[config.mk]
export PLATFORM = sky130hd
export DESIGN_NAME = oport_alloc_flat
export DESIGN_NICKNAME = d
export VERILOG_FILES = /design/src/rtl/oport_alloc_if.sv /design/src/rtl/oport_alloc.sv /design/src/flat_wrapper.sv
export SDC_FILE = /design/constraint.sdc
export NUM_CORES = 1
export LEC_CHECK = 0
export ABC_AREA = 1
export BUFFER_PORTS_ARGS = -buffer_cell sky130_fd_sc_hd__buf_4
export CORE_ASPECT_RATIO = 0.7
export CORE_MARGIN = 10
export CORE_UTILIZATION = 30
export CTS_BUF_LIST = sky130_fd_sc_hd__clkbuf_4
export DETAILED_ROUTE_END_ITERATION = 6
export PLACE_DENSITY = 0.53
export SETUP_SLACK_MARGIN = 0.15
export SLEW_MARGIN = 20
export SYNTH_ARGS = -nofsm -noshare
export SYNTH_HDL_FRONTEND = slang
export SYNTH_SLANG_ARGS = --single-unit
[constraint.sdc]
create_clock -name clk -period 5.9 [get_ports clk]
set_input_delay 0.59 -clock clk [delete_from_list [all_inputs] [get_ports clk]]
set_output_delay 0.59 -clock clk [all_outputs]
set_load 0.01 [all_outputs]
[src/rtl/oport_alloc_if.sv]
// oport_alloc_if: route requests, five input flit lanes, the forwarded output and credit return.
// Define OPORT_ALLOC_FLITCNT_EN to add the 16-bit accepted-flit counter flit_cnt.
interface oport_alloc_if;
    logic [4:0]  req;
    logic [39:0] in_flit;
    logic [4:0]  in_valid;
    logic [4:0]  in_ready;
    logic [7:0]  out_flit;
    logic        out_valid;
    logic        credit_in;
    logic [4:0]  grant;
`ifdef OPORT_ALLOC_FLITCNT_EN
    logic [15:0] flit_cnt;
    modport master (output req, in_flit, in_valid, credit_in,
                    input in_ready, out_flit, out_valid, grant, flit_cnt);
    modport slave  (input req, in_flit, in_valid, credit_in,
                    output in_ready, out_flit, out_valid, grant, flit_cnt);
`else
    modport master (output req, in_flit, in_valid, credit_in,
                    input in_ready, out_flit, out_valid, grant);
    modport slave  (input req, in_flit, in_valid, credit_in,
                    output in_ready, out_flit, out_valid, grant);
`endif
endinterface

[src/rtl/oport_alloc.sv]
// oport_alloc: round-robin, packet-locked, credit-flow-controlled allocator for one output port.
// Define OPORT_ALLOC_FLITCNT_EN to add the wrapping 16-bit flit_cnt output.
module oport_alloc #(
    parameter int CREDITS = 4
) (
    input logic         clk,
    input logic         rst,
    oport_alloc_if.slave bus
);
    typedef enum logic {IDLE, LOCKED} state_t;
    state_t      r_state, w_next;
    logic [4:0]  r_grant, w_pick, w_elig, w_ready;
    logic [2:0]  r_ptr, r_cred, w_gidx;
    logic [7:0]  r_out_flit, w_sel;
    logic        r_out_valid, w_acc, w_tail;

    always_comb begin
        w_elig = '0;
        w_sel  = '0;
        w_gidx = '0;
        for (int i = 0; i < 5; i++) begin
            w_elig[i] = bus.req[i] & bus.in_valid[i] & (bus.in_flit[8*i+6 +: 2] == 2'b10);
            if (r_grant[i]) begin
                w_sel  = bus.in_flit[8*i +: 8];
                w_gidx = 3'(i);
            end
        end
    end

    // Scan from the farthest candidate back to ptr so the first eligible one after ptr wins.
    always_comb begin
        w_pick = '0;
        for (int k = 4; k >= 0; k--)
            if (w_elig[3'((int'(r_ptr) + k) % 5)])
                w_pick = 5'(1) << 3'((int'(r_ptr) + k) % 5);
    end

    assign w_ready = (r_state == LOCKED && r_cred != 3'd0) ? r_grant : 5'd0;
    assign w_acc   = |(bus.in_valid & w_ready);
    assign w_tail  = w_sel[7:6] == 2'b01;

    always_comb begin
        w_next = r_state;
        if (r_state == IDLE)
            w_next = |w_elig ? LOCKED : IDLE;
        else
            w_next = (w_acc && w_tail) ? IDLE : LOCKED;
    end

    always_ff @(posedge clk or posedge rst)
        if (rst) r_state <= IDLE;
        else     r_state <= w_next;

    always_ff @(posedge clk or posedge rst) begin
        if (rst) begin
            r_grant     <= '0;
            r_ptr       <= '0;
            r_out_valid <= 1'b0;
            r_out_flit  <= '0;
        end else begin
            r_out_valid <= w_acc;
            if (w_acc)
                r_out_flit <= w_sel;
            if (r_state == IDLE)
                r_grant <= w_pick;
            else if (w_acc && w_tail) begin
                r_grant <= '0;
                r_ptr   <= (w_gidx == 3'd4) ? 3'd0 : w_gidx + 3'd1;
            end
        end
    end

    // Simultaneous accept and credit return cancel out; a return at full depth is dropped.
    always_ff @(posedge clk or posedge rst)
        if (rst)
            r_cred <= 3'(CREDITS);
        else if (w_acc && !bus.credit_in)
            r_cred <= r_cred - 3'd1;
        else if (!w_acc && bus.credit_in && r_cred != 3'(CREDITS))
            r_cred <= r_cred + 3'd1;

`ifdef OPORT_ALLOC_FLITCNT_EN
    logic [15:0] r_flit_cnt;
    always_ff @(posedge clk or posedge rst)
        if (rst) r_flit_cnt <= '0;
        else     r_flit_cnt <= r_flit_cnt + 16'(w_acc);
    assign bus.flit_cnt = r_flit_cnt;
`endif

    assign bus.in_ready  = w_ready;
    assign bus.grant     = r_grant;
    assign bus.out_valid = r_out_valid;
    assign bus.out_flit  = r_out_flit;
endmodule

[src/flat_wrapper.sv]
// flat-port wrapper written by rule: the top's interface ports become plain ports
module oport_alloc_flat 
#(
    parameter int CREDITS = 4
)
  (clk, rst, bus_req, bus_in_flit, bus_in_valid, bus_credit_in, bus_in_ready, bus_out_flit, bus_out_valid, bus_grant);
  oport_alloc_if bus_i ();
  input logic clk;
  input logic rst;
  input wire logic [$bits(bus_i.req)-1:0] bus_req;
  input wire logic [$bits(bus_i.in_flit)-1:0] bus_in_flit;
  input wire logic [$bits(bus_i.in_valid)-1:0] bus_in_valid;
  input wire logic [$bits(bus_i.credit_in)-1:0] bus_credit_in;
  output wire logic [$bits(bus_i.in_ready)-1:0] bus_in_ready;
  output wire logic [$bits(bus_i.out_flit)-1:0] bus_out_flit;
  output wire logic [$bits(bus_i.out_valid)-1:0] bus_out_valid;
  output wire logic [$bits(bus_i.grant)-1:0] bus_grant;
  assign bus_i.req = bus_req;
  assign bus_i.in_flit = bus_in_flit;
  assign bus_i.in_valid = bus_in_valid;
  assign bus_i.credit_in = bus_credit_in;
  assign bus_in_ready = bus_i.in_ready;
  assign bus_out_flit = bus_i.out_flit;
  assign bus_out_valid = bus_i.out_valid;
  assign bus_grant = bus_i.grant;
  oport_alloc #(.CREDITS(CREDITS)) u_core (.clk(clk), .rst(rst), .bus(bus_i));
endmodule
==> impl_metrics.tcl, run 1 <==
set metrics [dict create \
    io_buffer_count 71 \
    grt_setup_unrepaired "false" \
    cts_root_buf "clkbuf_4" \
    outcome "finished, final reports clean" \
    ys.flop_type "dfrtp_1" \
    yosysMostFrequentCell "nand2_1" \
    numCtsBuffers 3 \
    antenna_found_initial 0 \
    final_util_pct 37.4 \
    worst_pin_slew_ns 0.977 \
    relSlewSlack_pct 34.6 \
    h-tree-depth 1 \
    crit_start "u_core.r_ptr[0]" \
    die_area_um2 15100 \
    gp_congestion 0.872 \
    critical_path.max_stage_delay_ns 0.40 \
    cts_setup_buffers 0 \
    cp-start-kind "flop" \
    timing.final.crit_share_pct 72.2 \
    synth-seq-cells 21 \
    start_util_pct 30.6 \
    syn2layout_area_growth_pct 22.0 \
    finalHoldViolations 0 \
    reg2reg_from "u_core.r_ptr[0]" \
    cts.path.max_buffers 2 \
    yosysUniqueCellTypes 44 \
    cpMostUsedCell "nand2_1" \
    ff2ff_setup_slack_ns 1.64 \
    ys_top_cells_by_area "nand2_1 18%, dfrtp_1 16%, ha_1 9.5%" \
    critPathArrivalTime_ns 4.49 \
    wl_per_cell_um 14.8 \
    synth_top_area_cell "nand2_1" \
    hp-class "in -> async" \
    setup.worst_path.end_class "flop" \
    grt_pass1_vias 3296 \
    clk_pin_slew_ns 0.14 \
    die_x_um 143 \
    wl_mm 10.5 \
    synth_top_cell_area_share_pct 18.4 \
    cts_resized 0 \
    clock.fmax_ghz 0.235 \
    critPathTopFamily "simple AND/OR/NAND/NOR gates" \
    drive_gt1_share_pct 25.2 \
    tns_ns 0 \
    setup_viol_count_final 0 \
    synth_edf_count 0 \
    antenna_cells 0 \
    cts_tree "built" \
    final_cells 707 \
    yosysWarnings 0 \
    skew_ns 0.0159 \
    cp_slowest_cell "clkinv_1" \
    r2r_cells 28 \
    synth_area_per_cell_um2 6.23 \
    postSynthCellCount 507 \
    grtUsageTotal_pct 13.6 \
    yosysSeqAreaShare_pct 16.7 \
    post_drt_via_cell_ratio 4.84 \
    grt_pass1_wl_mm 17.1 \
    synthTopCellsByCount "155 x nand2_1, 66 x inv_1, 56 x nand3_1" \
    grt_max_degree 22 \
    rows 31 \
    core_um2 10300 \
    drv_slew 0 \
    cts_hold_buf 0 \
    dp_cells 703 \
    min_period_ns 4.26 \
    crit_buf_inv 5 \
    chipHeight_um 106 \
    ioPinCount 72 \
    drtIter0Drc 201 \
    route.detailed.drc 0 \
    nets 654 \
    maxCapViolCount 0 \
    vias 3422 \
    ant_nets 0 \
    syn_nets 585 \
    clkSinkCount 21 \
    critPathKind "reg -> reg" \
    drt_first_pass_iters 5 \
    holdWs_ns 0.408 \
    clk_latency_ns 0.33 \
    dp_hpwl_mm 8.77 \
    synth_area_um2 3160 \
    reg2reg_to "u_core.bus.grant[0]" \
    required_ns 6.13 \
    async_flop_share_pct 100 \
    grt_overflow 0 \
    worstPathMaxFanout 19 \
]
routing by layer:
layer / up-vias / part of all wire (%) / wire (µm) / track usage [%]
met3: 4 / 5.5 / 579 / 2.11
met5: - / 0 / 0 / 0
met4: 0 / 0.50 / 52 / 1.25
li1: 1761 / - / - / -
met1: 1564 / 51 / 5320 / 20.4
met2: 93 / 43 / 4510 / 20.6
cells in the final DEF (no fill, tap or decap), drive strengths merged:
cell type and instances:
buf 72, nor3 3, o311ai 1, ha 24
o211ai 6, a21oi 6, mux2 1, o31ai 1
inv 80, o21ai 23, nand4 12, fa 1
o21a 1, and3 2, nand2 181, or2 4
a41oi 1, clkinv 1, clkbuf 3, dfstp 1
xor2 10, dfrtp 20, nand3b 3, xnor2 1
a22oi 1, nor2 44, a31oi 4, nand3 61
clkinvlp 1, a221oi 5, a22o 1
how the worst max path moves through the flow:
stage | to | slack, ns | cells after the start
after floorplan | u_core.bus.grant[2] | 2.25 | 29
after global placement | u_core.bus.grant[0] | 1.82 | 26
after detailed placement | u_core.bus.grant[2] | 1.67 | 28
after CTS | u_core.bus.grant[0] | 1.63 | 26
after global routing | u_core.bus.grant[2] | 1.11 | 28
final | u_core.bus.grant[0] | 1.64 | 28
sequential cells by signal (all words and copies together) (netlist names):
signal,cells
u_core.bus.grant,5
u_core.r_state,1
u_core.r_cred,3
u_core.bus.out_valid,1
u_core.bus.out_flit,8
u_core.r_ptr,3
worst register-to-register path, delay by kind of cell, from the launching register on:
| kind | cells | cell delay, ns |
|---|---|---|
| fa+ha+maj | 4 | 0.94 |
| xor+xnor | 1 | 0.24 |
| buf+inv | 5 | 0.87 |
| flops | 1 | 0.35 |
| simple gates | 18 | 1.76 |
cells by family (layout without fill, tap and decap cells):
kind of cell,Yosys count,after routing,share of synthesized area [%]
AOI/OAI and AO/OA,50,50,10.8
xor gates and xnor gates,11,11,4.35
adders and majority gates,25,25,10.1
buffers and inverters,89,157,10.9
DFF,21,21,16.7
muxes,1,1,0.356
and+or+nand+nor,310,310,46.8
per-stage QoR:
step	worst slack [ns]	cell area, µm²
6_report	1.64	3860
5_1_grt	1.11	3860
4_1_cts	1.63	3860
3_5_place_dp	1.67	3830
3_3_place_gp	1.82	3830
2_1_floorplan	2.25	3160
area by class of cell:
cell class                      instances  area (µm²)
Clock buffer                            3        22.5
Clock inverter                          1        7.51
Fill cell                            1121        6460
Inverter                               81         304
Multi-Input combinational cell        397        2290
Sequential cell                        21         527
Tap cell                              132         165
Timing Repair Buffer                   72         541
Power of run 1 is not shown: default switching activity piles up to over one toggle a cycle in this logic, so the estimate is an artifact.
==> run 2, diff against run 1 <==
--- a/config.mk
+++ b/config.mk
@@ -12,7 +12,7 @@
 export CORE_UTILIZATION = 30
 export CTS_BUF_LIST = sky130_fd_sc_hd__clkbuf_4
 export DETAILED_ROUTE_END_ITERATION = 6
-export PLACE_DENSITY = 0.53
+export PLACE_DENSITY = 0.55
 export SETUP_SLACK_MARGIN = 0.15
 export SLEW_MARGIN = 20
 export SYNTH_ARGS = -nofsm -noshare
==> constraint.sdc (replaced) <==
create_clock -name clk -period 3.4 [get_ports clk]
set_input_delay 0.34 -clock clk [delete_from_list [all_inputs] [get_ports clk]]
set_output_delay 0.34 -clock clk [all_outputs]
set_load 0.01 [all_outputs]
==> impl_metrics.tcl, run 2 (synthesized netlist as in run 1, its figures left out) <==
set metrics [dict create \
    maxUsedRoutingLayer "met4" \
    timing.final.crit_share_pct 96.0 \
    gp_congestion 0.852 \
    setup_viol_count_final 0 \
    chipHeight_um 106 \
    nets 692 \
    route.detailed.drc 0 \
    final_common_cell "nand2_1" \
    grt_overflow 0 \
    h-tree-depth 1 \
    wl_mm 11.1 \
    hp-class "in -> async" \
    setup.worst_path.end_class "flop" \
    clk_latency_ns 0.33 \
    maxCapViolCount 0 \
    ioPinCount 72 \
    antenna_cells 0 \
    post_drt_via_cell_ratio 4.89 \
    cts_root_buf "clkbuf_4" \
    worst_pin_slew_ns 0.837 \
    worstPathMaxFanout 4 \
    tns_ns 0 \
    drt_first_pass_iters 5 \
    rows 31 \
    clock.fmax_ghz 0.307 \
    drv_slew 0 \
    dp_hpwl_mm 9.00 \
    grt_pass1_vias 3525 \
    finalHoldViolations 0 \
    critPathTopFamily "simple AND/OR/NAND/NOR gates" \
    grt_max_degree 22 \
    drtIter0Drc 229 \
    clk_pin_slew_ns 0.13 \
    final.fill_count 1096 \
    final_cell_mix "138 x nand2_1, 110 x buf_4, 63 x inv_1, 50 x nand3_1, 36 x nor2_1" \
    die_x_um 143 \
    numCtsBuffers 3 \
    grt_pass1_wl_mm 17.9 \
    skew_ns 0.0206 \
    io_buffer_count 71 \
    vias 3640 \
    relSlewSlack_pct 44.2 \
    m1WireLength_mm 5.67 \
    die_area_um2 15100 \
    cpMostUsedCell "nand2_1" \
    grtUsageTotal_pct 14.2 \
    cp_slowest_cell "dfrtp_2" \
    grt_setup_unrepaired "true" \
    ant_nets 0 \
    cts_tree "built" \
    start_util_pct 30.6 \
    cp-start-kind "flop" \
    wl_per_cell_um 14.9 \
    min_period_ns 3.26 \
    drive_gt1_share_pct 36.7 \
    syn2layout_area_growth_pct 40.1 \
    crit_buf_inv 4 \
    wl_met2_mm 4.95 \
    cts.path.max_buffers 2 \
    antenna_found_initial 0 \
    clkSinkCount 21 \
    outcome "finished, final reports clean" \
    wl_met3_um 464 \
    largest_reg_flops 8 \
    critical_path.max_stage_delay_ns 0.47 \
    core_um2 10300 \
    critPathKind "reg -> reg" \
    required_ns 3.61 \
    critPathArrivalTime_ns 3.48 \
]
run 2: final timing paths:
check / start / end / slack [ns] / cells past startpoint
min reg2reg: u_core.bus.out_flit[0] / u_core.bus.out_flit[0] / 0.50 / 2
max in group asynchronous: rst / u_core.r_ptr[1] / 2.68 / 2
max reg2reg: u_core.r_ptr[0] / u_core.bus.grant[3] / 0.14 / 29
max: u_core.r_ptr[0] / u_core.bus.grant[3] / 0.14 / 29
min in group clk: bus_in_flit[35] / u_core.bus.out_flit[3] / 0.30 / 3
min: rst / u_core.bus.out_valid / 0.16 / 2
run 2: routing by layer:
metal	vias to the layer above	GRT usage, %
met3	5	1.97
met5	-	0
li1	1837	-
met2	90	21.3
met4	0	1.32
met1	1708	21.5
run 2: what timing repair did:
item                       4_1_cts  5_1_grt
setup buffers                   15       10
setup endpoints to repair        5        5
gates resized for setup         19       33
hold buffers                     0        0
hold endpoints to repair         0        0
pin swaps                       17       18
run 2: worst register-to-register path: cells and delay by family, from the launching register on:
kind | cells | cell delay (ns)
and+or+nand+nor | 20 | 1.59
xor gates and xnor gates | 1 | 0.16
DFF | 1 | 0.47
adders and majority gates | 4 | 0.73
buffers and inverters | 4 | 0.19
run 2: area by class of cell:
| class | instances | area (µm²) | share of cell area, % |
|---|---|---|---|
| Clock inverter | 1 | 5.00 | 0.113 |
| Inverter | 81 | 319 | 7.21 |
| Sequential cell | 21 | 531 | 12.0 |
| Timing Repair Buffer | 110 | 826 | 18.7 |
| Tap cell | 132 | 165 | 3.73 |
| Clock buffer | 3 | 22.5 | 0.509 |
| Multi-Input combinational cell | 397 | 2560 | 57.8 |
run 2: per-stage QoR:
| step | cell area (µm²) | utilization (%) | cells | hold slack [ns] | setup slack [ns] |
|---|---|---|---|---|---|
| after global placement | 3980 | 38.6 | 716 | 0.467 | 0.0717 |
| after CTS | 4200 | 40.7 | 735 | 0.187 | 0.144 |
| final | 4430 | 42.9 | 745 | 0.159 | 0.138 |
| after floorplan | 3220 | - | 507 | 0.316 | 0.191 |
| after detailed placement | 3980 | 38.6 | 716 | 0.467 | -0.0684 |
| after global routing | 4430 | 42.9 | 745 | 0.208 | -0.117 |
Power of run 2 is left out for the same reason.
